`config.mk`:
```
export PLATFORM = sky130hd
export DESIGN_NAME = eth_tx_framer
export DESIGN_NICKNAME = d
export VERILOG_FILES = /design/src/rtl/eth_pkg.sv /design/src/rtl/eth_crc32.sv /design/src/rtl/eth_tx_framer.sv
export SDC_FILE = /design/constraint.sdc
export NUM_CORES = 1
export LEC_CHECK = 0
export BUFFER_PORTS_ARGS = -buffer_cell sky130_fd_sc_hd__buf_2
export CORE_ASPECT_RATIO = 2
export CORE_MARGIN = 3
export CORE_UTILIZATION = 46
export DETAILED_ROUTE_END_ITERATION = 6
export GPL_ROUTABILITY_DRIVEN = 0
export PLACE_DENSITY = 0.65
export SLEW_MARGIN = 20
export SYNTH_ARGS = -nofsm -noshare
export SYNTH_HDL_FRONTEND = slang
export SYNTH_SLANG_ARGS = --single-unit
```
`constraint.sdc`:
```
create_clock -name clk -period 2.42 [get_ports clk]
set_clock_uncertainty 0.1 [all_clocks]
set_input_delay 0.484 -clock clk [delete_from_list [all_inputs] [get_ports clk]]
set_output_delay 0.484 -clock clk [all_outputs]
set_load 0.02 [all_outputs]
```
`src/rtl/eth_pkg.sv`:
```
// Shared Ethernet constants, transmit FSM state type and a byte-wise CRC32 step.
// Used by eth_tx_framer and eth_crc32 (and later by the RX checker).
package eth_pkg;

  localparam logic [7:0]  ETH_PREAMBLE    = 8'h55;
  localparam logic [7:0]  ETH_SFD         = 8'hD5;
  localparam logic [31:0] CRC32_POLY_REFL = 32'hEDB88320;
  localparam logic [31:0] CRC32_INIT      = 32'hFFFFFFFF;
  localparam logic [31:0] CRC32_RESIDUE   = 32'hC704DD7B;

  typedef enum logic [2:0] {
    ST_IDLE,
    ST_PRE,
    ST_SFD,
    ST_DATA,
    ST_PAD,
    ST_FCS,
    ST_DROP,
    ST_IFG
  } tx_state_e;

  // One byte of reflected CRC32: xor the byte into the low bits, then shift
  // out eight bits LSB first.
  function automatic logic [31:0] crc32_byte(input logic [31:0] crc,
                                             input logic [7:0]  data);
    logic [31:0] c;
    c = crc ^ {24'h000000, data};
    for (int unsigned i = 0; i < 8; i++) begin
      c = c[0] ? ((c >> 1) ^ CRC32_POLY_REFL) : (c >> 1);
    end
    return c;
  endfunction

endpackage

```
`src/rtl/eth_crc32.sv`:
```
// Byte-wise IEEE 802.3 CRC32 accumulator (reflected), one byte per clock.
// Ports:
//   clk, rst  : clock, async active-high reset (crc -> CRC32_INIT)
//   init      : reload CRC32_INIT (has priority over en)
//   en, data  : fold data[7:0] into the running CRC
//   crc       : raw, uncomplemented CRC register
module eth_crc32
  import eth_pkg::*;
(
  input  logic        clk,
  input  logic        rst,
  input  logic        init,
  input  logic        en,
  input  logic [7:0]  data,
  output logic [31:0] crc
);

  logic [31:0] r_crc;
  logic [31:0] w_crc_nxt;

  always_comb begin
    w_crc_nxt = crc32_byte(r_crc, data);
  end

  always_ff @(posedge clk or posedge rst) begin
    if (rst) begin
      r_crc <= CRC32_INIT;
    end else if (init) begin
      r_crc <= CRC32_INIT;
    end else if (en) begin
      r_crc <= w_crc_nxt;
    end
  end

  assign crc = r_crc;

endmodule

```
`src/rtl/eth_tx_framer.sv`:
```
// Ethernet transmit framer: preamble + SFD, upstream bytes, zero pad to the
// minimum length, CRC32 FCS (LSB byte first), then the inter-frame gap.
// Ports:
//   clk, rst                            : byte clock, async active-high reset
//   s_tvalid/s_tready/s_tdata/s_tlast   : upstream byte stream (dest MAC first)
//   tvalid, tdata                       : byte stream to eth_tx, one byte per clk
//   underrun                            : one-cycle pulse when s_tvalid drops mid-frame
module eth_tx_framer
  import eth_pkg::*;
#(
  parameter int unsigned PREAMBLE_LEN = 7,
  parameter int unsigned MIN_FRAME    = 60,
  parameter int unsigned IFG_BYTES    = 12
) (
  input  logic       clk,
  input  logic       rst,
  input  logic       s_tvalid,
  output logic       s_tready,
  input  logic [7:0] s_tdata,
  input  logic       s_tlast,
  output logic       tvalid,
  output logic [7:0] tdata,
  output logic       underrun
);

  localparam logic [10:0] BYTE_CNT_MAX = '1;
  localparam logic [11:0] MIN_W        = 12'(MIN_FRAME);
  localparam logic [3:0]  PRE_LAST     = 4'(PREAMBLE_LEN - 1);
  localparam logic [3:0]  IFG_LAST     = 4'(IFG_BYTES - 1);

  tx_state_e   r_state, w_state_nxt;
  logic [10:0] r_byte_cnt, w_byte_cnt_nxt, w_byte_cnt_sat;
  logic [11:0] w_byte_cnt_inc;
  logic [3:0]  r_cnt, w_cnt_nxt;
  logic        r_tvalid, w_tvalid_nxt;
  logic [7:0]  r_tdata, w_tdata_nxt;
  logic        r_tready;
  logic        r_underrun, w_underrun_nxt;
  logic        w_crc_init, w_crc_en;
  logic [7:0]  w_crc_data;
  logic [31:0] w_crc, w_fcs;

  eth_crc32 u_crc (
    .clk  (clk),
    .rst  (rst),
    .init (w_crc_init),
    .en   (w_crc_en),
    .data (w_crc_data),
    .crc  (w_crc)
  );

  assign w_fcs          = ~w_crc;
  assign w_byte_cnt_inc = {1'b0, r_byte_cnt} + 12'd1;
  assign w_byte_cnt_sat = (r_byte_cnt == BYTE_CNT_MAX) ? r_byte_cnt : r_byte_cnt + 11'd1;

  // The state names what is loaded into the output registers at the end of
  // the cycle, so each emitted byte appears one clock after its state.
  // IDLE therefore loads the first preamble byte itself and PRE the rest.
  always_comb begin
    w_state_nxt    = r_state;
    w_cnt_nxt      = r_cnt;
    w_byte_cnt_nxt = r_byte_cnt;
    w_tvalid_nxt   = 1'b0;
    w_tdata_nxt    = '0;
    w_underrun_nxt = 1'b0;
    w_crc_init     = 1'b0;
    w_crc_en       = 1'b0;
    w_crc_data     = s_tdata;

    unique case (r_state)
      ST_IDLE: begin
        if (s_tvalid) begin
          w_tvalid_nxt = 1'b1;
          w_tdata_nxt  = ETH_PREAMBLE;
          w_cnt_nxt    = 4'd1;
          w_state_nxt  = (PREAMBLE_LEN > 1) ? ST_PRE : ST_SFD;
        end
      end
      ST_PRE: begin
        w_tvalid_nxt = 1'b1;
        w_tdata_nxt  = ETH_PREAMBLE;
        w_cnt_nxt    = r_cnt + 4'd1;
        if (r_cnt == PRE_LAST) begin
          w_state_nxt = ST_SFD;
        end
      end
      ST_SFD: begin
        w_tvalid_nxt   = 1'b1;
        w_tdata_nxt    = ETH_SFD;
        w_crc_init     = 1'b1;
        w_byte_cnt_nxt = '0;
        w_state_nxt    = ST_DATA;
      end
      ST_DATA: begin
        if (s_tvalid) begin
          w_tvalid_nxt   = 1'b1;
          w_tdata_nxt    = s_tdata;
          w_crc_en       = 1'b1;
          w_byte_cnt_nxt = w_byte_cnt_sat;
          if (s_tlast) begin
            w_cnt_nxt = '0;
            if (w_byte_cnt_inc < MIN_W) begin
              w_state_nxt = ST_PAD;
            end else begin
              w_state_nxt = ST_FCS;
            end
          end
        end else begin
          w_underrun_nxt = 1'b1;
          w_state_nxt    = ST_DROP;
        end
      end
      ST_PAD: begin
        w_tvalid_nxt   = 1'b1;
        w_crc_en       = 1'b1;
        w_crc_data     = '0;
        w_byte_cnt_nxt = w_byte_cnt_sat;
        if (w_byte_cnt_inc == MIN_W) begin
          w_cnt_nxt   = '0;
          w_state_nxt = ST_FCS;
        end
      end
      ST_FCS: begin
        w_tvalid_nxt = 1'b1;
        unique case (r_cnt[1:0])
          2'd0: w_tdata_nxt = w_fcs[7:0];
          2'd1: w_tdata_nxt = w_fcs[15:8];
          2'd2: w_tdata_nxt = w_fcs[23:16];
          2'd3: w_tdata_nxt = w_fcs[31:24];
        endcase
        w_cnt_nxt = r_cnt + 4'd1;
        if (r_cnt[1:0] == 2'd3) begin
          w_cnt_nxt   = '0;
          w_state_nxt = ST_IFG;
        end
      end
      ST_DROP: begin
        if (s_tvalid && s_tlast) begin
          w_cnt_nxt   = '0;
          w_state_nxt = ST_IFG;
        end
      end
      ST_IFG: begin
        w_cnt_nxt = r_cnt + 4'd1;
        if (r_cnt == IFG_LAST) begin
          w_cnt_nxt   = '0;
          w_state_nxt = ST_IDLE;
        end
      end
      default: begin
        w_state_nxt = ST_IDLE;
      end
    endcase
  end

  always_ff @(posedge clk or posedge rst) begin
    if (rst) begin
      r_state    <= ST_IDLE;
      r_cnt      <= '0;
      r_byte_cnt <= '0;
      r_tvalid   <= 1'b0;
      r_tdata    <= '0;
      r_tready   <= 1'b0;
      r_underrun <= 1'b0;
    end else begin
      r_state    <= w_state_nxt;
      r_cnt      <= w_cnt_nxt;
      r_byte_cnt <= w_byte_cnt_nxt;
      r_tvalid   <= w_tvalid_nxt;
      r_tdata    <= w_tdata_nxt;
      r_tready   <= (w_state_nxt == ST_DATA) || (w_state_nxt == ST_DROP);
      r_underrun <= w_underrun_nxt;
    end
  end

  assign s_tready = r_tready;
  assign tvalid   = r_tvalid;
  assign tdata    = r_tdata;
  assign underrun = r_underrun;

endmodule

```
==> flow_metrics.env <==
export IMPL_hp_class="in2async"
export IMPL_top_usage_layer="met2"
export IMPL_initial_core_util_pct=47.5
export IMPL_cts_root_buf="clkbuf_16"
export IMPL_syn2layout_area_growth_pct=18.6
export IMPL_relSlewSlack_pct=41.1
export IMPL_maxSlewViolCount=0
export IMPL_fin_cells=599
export IMPL_layout_drive_gt1_share_pct=27.1
export IMPL_syn_cell_area_mm2=0.00411
export IMPL_die_h_um=140
export IMPL_grt_overflow_total=0
export IMPL_grt_max_degree=31
export IMPL_drc_errors=0
export IMPL_synthTopCellsByArea="dfstp_2 (20%), dfrtp_1 (18%), xnor2_1 (7.2%)"
export IMPL_global_route_usage_met3_pct=3.90
export IMPL_die_width_um=72.8
export IMPL_clock_sinks=61
export IMPL_synthCells=443
export IMPL_end_kind="register"
export IMPL_ctsHoldBuffers=0
export IMPL_nFillCells=823
export IMPL_grt_pass1_vias=3676
export IMPL_status="complete, no violations"
export IMPL_cp_top_family="simple AND/OR/NAND/NOR gates"
export IMPL_synthArstFlopShare_pct=100
export IMPL_fmax_mhz=423
export IMPL_diodes=0
export IMPL_clkTransAtPathRegs_ps=60
export IMPL_worst_pin_slew_ps=880
export IMPL_cp_required_ps=2540
export IMPL_core_area_mm2=0.00865
export IMPL_setup_tns_final_ps=0
export IMPL_dieArea_mm2=0.0102
export IMPL_firstDrtPassIters=5
export IMPL_grtUsageMet1_pct=25.2
export IMPL_cts_max_level=3
export IMPL_dpl_cell_area_mm2=0.00455
export IMPL_synth_cell_type_count=57
export IMPL_ys_warn_count=0
export IMPL_yosysMostFrequentCell="nor2_1"
export IMPL_clockBufferDepth=2
export IMPL_ios=23
export IMPL_dp_cells=580
export IMPL_finalCritPeriodShare_pct=97.7
export IMPL_wl_per_cell_um=20.0
export IMPL_vias=3538
export IMPL_cts_tree="done"
export IMPL_nets=513
export IMPL_initialDrtViolationCount=262
export IMPL_maxCapViolCount=0
export IMPL_yosysSeqAreaShare_pct=38.1
export IMPL_final_area_mm2=0.00487
export IMPL_syn_num_nets=462
export IMPL_setup_viol=0
export IMPL_critPathMaxStageDelay_ps=450
export IMPL_num_rows=48
export IMPL_clkLatencyLatePin_ps=330
export IMPL_grtUsageMet2_pct=44.8
export IMPL_avgViaCountPerCell=5.91
export IMPL_avgSynthCellArea_um2=9.27
export IMPL_critPathKind="reg2reg"
export IMPL_cp_arrival_ps=2480
export IMPL_synth_common_cells="nor2_1 (42), nand2_1 (40), a21oi_1 (38)"
export IMPL_start_kind="register"
export IMPL_grt_use_total_pct=25.0
export IMPL_synth_top_cell_by_area="dfstp_2"
export IMPL_crit_fanout=7
export IMPL_crit_chain="and4_2 -> nor3b_2 -> mux2i_1 -> nand4_1 -> a22o_1 -> mux2_2"
export IMPL_period_needed_ps=2360
export IMPL_grt_pass1_wl_um=19100
export IMPL_hold_violations=0
export IMPL_drt_wl_total_um=12000
export IMPL_cts_buffers=9
export IMPL_worst_path_max_delay_cell="dfrtp_1"
export IMPL_path_buf_inv=0
export IMPL_ant_nets=0
export IMPL_synthFlopType="dfstp_2"
export IMPL_antenna_found_initial=0
export IMPL_synth_seq_cells=61
export IMPL_portBuffers=22
export IMPL_hpwl_um=9040
export IMPL_synth_edf_count=0
export IMPL_yosysTopAreaCellShare_pct=20.5
-- through the flow --
stage / util (%) / worst slack [ps] / hold slack [ps]
2_1_floorplan: - / 8.49 / 365
3_3_place_gp: 52.6 / -15.0 / 406
3_5_place_dp: 52.6 / -26.1 / 412
4_1_cts: 55.8 / 65.4 / 89.2
5_1_grt: 56.3 / -62.2 / 121
6_report: 56.3 / 55.3 / 80.5
-- registers in the layout (all words and copies together) (netlist names) --
signal      flops
tvalid          1
r_cnt           4
s_tready        1
tdata           8
r_byte_cnt     11
u_crc.crc      32
r_state         3
underrun        1
-- layout make-up --
type	instances	area (µm²)	share of cell area, %
clock inverters	3	15.0	0.308
clock buffers	13	250	5.14
repair buffers	63	430	8.83
inverters	12	45.0	0.924
well taps	100	125	2.57
multi-input cells	347	2440	50.1
flip-flops and latches	61	1570	32.2
-- layout by cell type, fill, tap and decap left out, types with 10 or more instances in the layout --
master and n:
xnor2_1 32, o31ai_1 11, xor2_1 29, o22ai_1 13, inv_1 10, buf_4 40
buf_2 22, nor3_1 14, o21ai_0 30, dfstp_2 32, nand3_1 11, nand2_1 39
dfrtp_1 28, nor2_1 41, a21oi_1 38
-- per-layer routing --
layer | vias up | wire (µm)
met2 | 111 | 6610
met3 | 45 | 398
met1 | 1721 | 4220
met5 | - | 0
met4 | 0 | 759
li1 | 1661 | -
-- kinds of logic (layout without fill, tap and decap cells) --
| group | count (synthesis) | in the layout | share of synthesized area [%] |
|---|---|---|---|
| mux | 4 | 4 | 1.01 |
| simple gates | 135 | 136 | 15.2 |
| compound gates | 122 | 122 | 18.6 |
| xor+xnor | 78 | 78 | 21.1 |
| fa+ha+maj | 7 | 7 | 2.13 |
| buf+inv | 36 | 91 | 3.87 |
| flops | 61 | 61 | 38.1 |
-- repair_timing --
action                                  4_1_cts  5_1_grt
buffers inserted                              0        2
cloned                                        0        1
endpoints found under the setup margin        5       15
gates resized for setup                       2        7
pin swaps                                     0        3
-- worst paths after layout --
path / startpoint / cells past startpoint / end / slack, ps
min in group clk: s_tdata[1] / 3 / tdata[1] / 360
max reg2reg: r_byte_cnt[2] / 6 / r_cnt[0] / 60
min: rst / 2 / r_byte_cnt[3] / 80
max in group asynchronous: rst / 3 / u_crc.crc[26] / 1410
max: r_byte_cnt[2] / 6 / r_cnt[0] / 60
min reg2reg: u_crc.crc[13] / 2 / u_crc.crc[13] / 420
Power is left out: the tool's default activity adds up to more than one toggle a clock period on the data nets, which glitch-free logic cannot reach.
